**config.mk**
```make
export PLATFORM = sky130hd
export DESIGN_NAME = mult_arbiter
export DESIGN_NICKNAME = d
export VERILOG_FILES = /design/src/rtl/mult_arbiter.sv
export SDC_FILE = /design/constraint.sdc
export NUM_CORES = 1
export LEC_CHECK = 0
export ABC_AREA = 1
export CAP_MARGIN = 30
export CORE_AREA = 3 3 135 137
export CTS_BUF_LIST = sky130_fd_sc_hd__clkbuf_16
export DETAILED_ROUTE_END_ITERATION = 16
export DIE_AREA = 0 0 138 140
export PLACE_DENSITY = 0.83
export SYNTH_ARGS = -nofsm -noshare
export SYNTH_HDL_FRONTEND = slang
export SYNTH_SLANG_ARGS = --single-unit
```
**constraint.sdc**
```tcl
create_clock -name clk -period 2.2 [get_ports clk]
set_clock_uncertainty 0.2 [all_clocks]
set_input_delay 0.55 -clock clk [delete_from_list [all_inputs] [get_ports clk]]
set_output_delay 0.55 -clock clk [all_outputs]
set_load 0.005 [all_outputs]
```
**src/rtl/mult_arbiter.sv**
```systemverilog
// mult_arbiter: shares one sequential WIDTH x WIDTH multiplier among NREQ requesters; MULT_ARB_ROUND_ROBIN_EN selects round-robin, otherwise fixed priority (lowest index wins).
// Latency: grant/mult_start one cycle after req is sampled in IDLE; done pulses multiplier busy time + 2 cycles after grant.
// Backpressure: req is a level held until done; requests are only arbitrated in IDLE, so one operation is in flight at a time.
module mult_arbiter #(
    parameter int NREQ  = 4,
    parameter int WIDTH = 24
) (
    input  logic                  clk,
    input  logic                  rst,
    input  logic [NREQ-1:0]       req,
    input  logic [NREQ*WIDTH-1:0] a_in,
    input  logic [NREQ*WIDTH-1:0] b_in,
    output logic [NREQ-1:0]       grant,
    output logic [NREQ-1:0]       done,
    output logic [2*WIDTH-1:0]    result,
    output logic                  busy,
    output logic                  mult_start,
    output logic [WIDTH-1:0]      mult_a,
    output logic [WIDTH-1:0]      mult_b,
    input  logic [2*WIDTH-1:0]    mult_result,
    input  logic                  mult_ready
);
    localparam int IW = (NREQ > 1) ? $clog2(NREQ) : 1;
    localparam logic [NREQ-1:0] ONE = NREQ'(1);

    typedef enum logic [1:0] {
        IDLE      = 2'd0,
        WAIT_BUSY = 2'd1,
        WAIT_DONE = 2'd2,
        DONE      = 2'd3
    } state_t;

    state_t            state;
    logic              win_vld;
    logic [IW-1:0]     win_idx;
    logic [IW-1:0]     win_reg;
    logic [WIDTH-1:0]  sel_a;
    logic [WIDTH-1:0]  sel_b;

`ifdef MULT_ARB_ROUND_ROBIN_EN
    logic [IW-1:0]     rr_ptr;
    logic [IW-1:0]     rr_next;
    logic [IW:0]       cand;

    always_comb begin
        win_vld = 1'b0;
        win_idx = '0;
        cand    = '0;
        // Walk the search order backwards so the first requester at or after rr_ptr is the one left standing.
        for (int i = NREQ - 1; i >= 0; i--) begin
            cand = {1'b0, rr_ptr} + (IW+1)'(i);
            if (cand >= (IW+1)'(NREQ)) begin
                cand = cand - (IW+1)'(NREQ);
            end
            if (req[cand[IW-1:0]]) begin
                win_vld = 1'b1;
                win_idx = cand[IW-1:0];
            end
        end
        rr_next = (win_idx == IW'(NREQ - 1)) ? '0 : win_idx + IW'(1);
    end
`else
    always_comb begin
        win_vld = 1'b0;
        win_idx = '0;
        for (int i = NREQ - 1; i >= 0; i--) begin
            if (req[i]) begin
                win_vld = 1'b1;
                win_idx = IW'(i);
            end
        end
    end
`endif

    always_comb begin
        sel_a = '0;
        sel_b = '0;
        for (int i = 0; i < NREQ; i++) begin
            if (win_idx == IW'(i)) begin
                sel_a = a_in[i*WIDTH +: WIDTH];
                sel_b = b_in[i*WIDTH +: WIDTH];
            end
        end
    end

    always_ff @(posedge clk) begin
        if (rst) begin
            state      <= IDLE;
            grant      <= '0;
            done       <= '0;
            result     <= '0;
            busy       <= 1'b0;
            mult_start <= 1'b0;
            mult_a     <= '0;
            mult_b     <= '0;
            win_reg    <= '0;
`ifdef MULT_ARB_ROUND_ROBIN_EN
            rr_ptr     <= '0;
`endif
        end else begin
            grant      <= '0;
            done       <= '0;
            mult_start <= 1'b0;
            case (state)
                IDLE: begin
                    if (win_vld) begin
                        grant      <= ONE << win_idx;
                        mult_start <= 1'b1;
                        mult_a     <= sel_a;
                        mult_b     <= sel_b;
                        win_reg    <= win_idx;
                        busy       <= 1'b1;
                        state      <= WAIT_BUSY;
`ifdef MULT_ARB_ROUND_ROBIN_EN
                        rr_ptr     <= rr_next;
`endif
                    end
                end
                // Ready dropping is the multiplier's acknowledgement of the start pulse.
                WAIT_BUSY: begin
                    if (!mult_ready) begin
                        state <= WAIT_DONE;
                    end
                end
                WAIT_DONE: begin
                    if (mult_ready) begin
                        result <= mult_result;
                        done   <= ONE << win_reg;
                        state  <= DONE;
                    end
                end
                DONE: begin
                    busy  <= 1'b0;
                    state <= IDLE;
                end
                default: state <= IDLE;
            endcase
        end
    end
endmodule

```
==> metrics.csv <==
stage,metric,value,unit
status,status,"finished, final reports clean",
yosys,synth_nets,1154,
worst_setup_path,reg2reg_to,mult_a[19]$_SDFFE_PP0P_,
placed_design,gp_congestion,0.880,
placed_design,placed_cell_area,9570,sq um
cells_and_area,largest_reg_flops,48,
die,die_y,140,um
die,die_area,19300,sq um
worst_setup_path,worstPathMaxFanout,2,
worst_setup_path,cp.depth,1,
yosys,yosysTopAreaCell,dfxtp_1,
worst_setup_path,cpPeakStageDelay,610,ps
cells_and_area,nFillCells,1612,
yosys,synth_seq_cells,110,
yosys,synth_cell_types,21,
grt,grt_util_all_layers,0.222,
sta,maxSlewHeadroom,0.752,
job,maxCapViolCount,0,
grt,grt_pass1_wl,34800,um
clock_network,cts_tree,done,
sta,slew_violations,0,
grt,antenna_found_initial,1,
yosys,synthesis.area,5610,sq um
route,drt-initial-drc-count,292,
cells_and_area,reg_top3,"result: 48 flops, mult_a: 24 flops, mult_b: 24 flops",
worst_setup_path,rr_startpoint,state[1]$_SDFFE_PP0P_,
grt,grt_max_degree,51,
clock_network,cts_max_level,3,
sta,period_share,0.937,
clock_network,clk_pin_slew,80,ps
cells_and_area,syn_to_final_growth,76.1,%
sta,rsz0062_at_grt,no,
worst_setup_path,crit_path_top_delay_cell,clkdlybuf4s50_1,
clock_network,holdBufCountCts,0,
sta,finalHoldViolCount,0,
worst_setup_path,cp.arrival,1310,ps
yosys,ys_seq_area_frac,0.393,
worst_setup_path,cp.required,1450,ps
die,io_pins,353,
sta,worstMarginPinSlew,371,ps
clock_network,clkSinkCount,110,
cells_and_area,fin_nets,1488,
cells_and_area,design_area,9880,sq um
clock_network,clockBufferDepth,2,
min_path,min_path_cells,2,
worst_setup_path,path_buf_inv,1,
worst_setup_path,ff2ff_setup_slack,500,ps
min_path,hp-start,mult_a[17]$_SDFFE_PP0P_,
worst_setup_path,end_kind,primary output,
route,drt_wl_total,22300,um
yosys,yosysTopAreaCellShare,0.393,
yosys,synth_area_leaders,"dfxtp_1, nand2_1, nor2_1, nand3_1, o21ai_0",
worst_setup_path,r2r_cells,7,
route,drtAntennaViolNets,0,
die,fp-row-count,48,
route,first_pass_iters,6,
placed_design,dp.final_hpwl,17300,um
yosys,synth_cells,903,
power,vdd_drop_max,369,uV
sta,timing.fmax,0.485,GHz
power,power.total,6680,uW
cells_and_area,regMostFlops,result,
worst_setup_path,critical_path.top_delay_family,buffers and inverters,
grt,grt_overflow_total,0,
die,initial_core_util,0.327,
min_path,min_to,mult_a[17]$_SDFFE_PP0P_,
clock_network,post-cts-setup-buffers,0,
clock_network,clockRootBuffer,clkbuf_16,
yosys,yosys_warnings,0,
min_path,min_path_type,flip-flop to flip-flop,
power,power_density,676,nW/um^2
clock_network,cts_inserted_buffers,9,
yosys,syn_area_per_cell,6.21,sq um
sta,finalSetupViolCount,0,
route,viasPerCell,4.79,
route,via_count,7027,
cells_and_area,utilization,0.575,
cells_and_area,drive_gt1_frac,0.0507,
worst_setup_path,start_kind,flip-flop,
sta,finalCriticalPeriod,2060,ps
die,core-area,17200,sq um
worst_setup_path,path_class,flip-flop to primary output,
route,route.detailed.drc,0,
power,p_leak,0.00416,uW
placed_design,io_buffers,352,
clock_network,clk_latency,340,ps
sta,fin_tns_setup,0,ps
worst_setup_path,crit_chain,clkdlybuf4s50_1,
grt,grt_pass1_vias,6847,
route,drt-wirelength-per-cell,15.2,um
die,die_w,138,um
## where the power goes
group / total, uW / internal, uW / switching (uW)
registers: 2450 / 2290 / 155
logic: 2510 / 1400 / 1110
clock network: 1720 / 911 / 810
total: 6680 / 4600 / 2080
## cells by family (layout without fill, tap and decap cells)
group | Yosys count | after routing | share of synthesized area
other | 0 | 1 | 0
AOI/OAI and AO/OA | 106 | 106 | 0.0952
adders and majority gates | 4 | 4 | 0.00892
and+or+nand+nor | 555 | 555 | 0.408
DFF | 110 | 110 | 0.393
buffers and inverters | 128 | 467 | 0.0953
## worst max path at each step
stage	from	end
global placement	req[1]	mult_b[0]$_SDFFE_PP0P_
CTS	mult_b[0]$_SDFFE_PP0P_	mult_b[0]
detailed placement	req[1]	mult_b[0]$_SDFFE_PP0P_
global route	mult_b[4]$_SDFFE_PP0P_	mult_b[4]
floorplan	req[1]	mult_a[10]$_SDFFE_PP0P_
finish	mult_b[0]$_SDFFE_PP0P_	mult_b[0]
## per-layer routing
metal	up-vias	track usage	part of all wire
met2	326	0.386	0.48
met5	-	0	0
met1	3117	0.246	0.39
met4	0	0.101	0.039
li1	3532	-	-
met3	52	0.0755	0.090
## timing repair
action,CTS,global route
resized for setup,1,0
endpoints found under the hold margin,0,0
endpoints found under the setup margin,1,0
## layout make-up
cell class | count | area (sq um) | area share
repair buffers | 389 | 3950 | 0.400
multi-input cells | 665 | 2900 | 0.293
flip-flops and latches | 110 | 2200 | 0.223
well taps | 225 | 282 | 0.0285
inverters | 62 | 233 | 0.0236
clock buffers | 9 | 225 | 0.0228
clock inverters | 7 | 87.6 | 0.00887
diodes | 1 | 2.50 | 0.000253
## synth_stat cells
library cell,instances
a21oi_1,52
buf_1,5
buf_2,22
buf_4,5
buf_6,1
clkbuf_1,33
dfxtp_1,110
ha_1,4
inv_1,60
inv_2,2
nand2_1,204
nand2_2,1
nand3_1,145
nand3_2,1
nor2_1,199
nor2_2,1
nor2_4,1
nor3_1,2
nor4_1,1
o21ai_0,53
o31a_1,1
## through the flow
step	worst slack (ps)	cells	hold slack, ps
after floorplan	493	903	223
after CTS	105	1467	269
after global routing	53.3	1468	283
final	140	1468	266
after global placement	-172	1451	250
after detailed placement	-200	1451	256
## placed cells by master (no fill, tap or decap), drive strengths merged, types with 2 or more instances in the layout
| cell type | instances |
|---|---|
| a21oi | 52 |
| buf | 39 |
| clkbuf | 9 |
| clkdlybuf4s50 | 349 |
| clkinv | 3 |
| dfxtp | 110 |
| ha | 4 |
| inv | 65 |
| nand2 | 205 |
| nand3 | 146 |
| nor2 | 201 |
| nor3 | 2 |
| o21ai | 53 |
(Power assumes the default switching activity.)
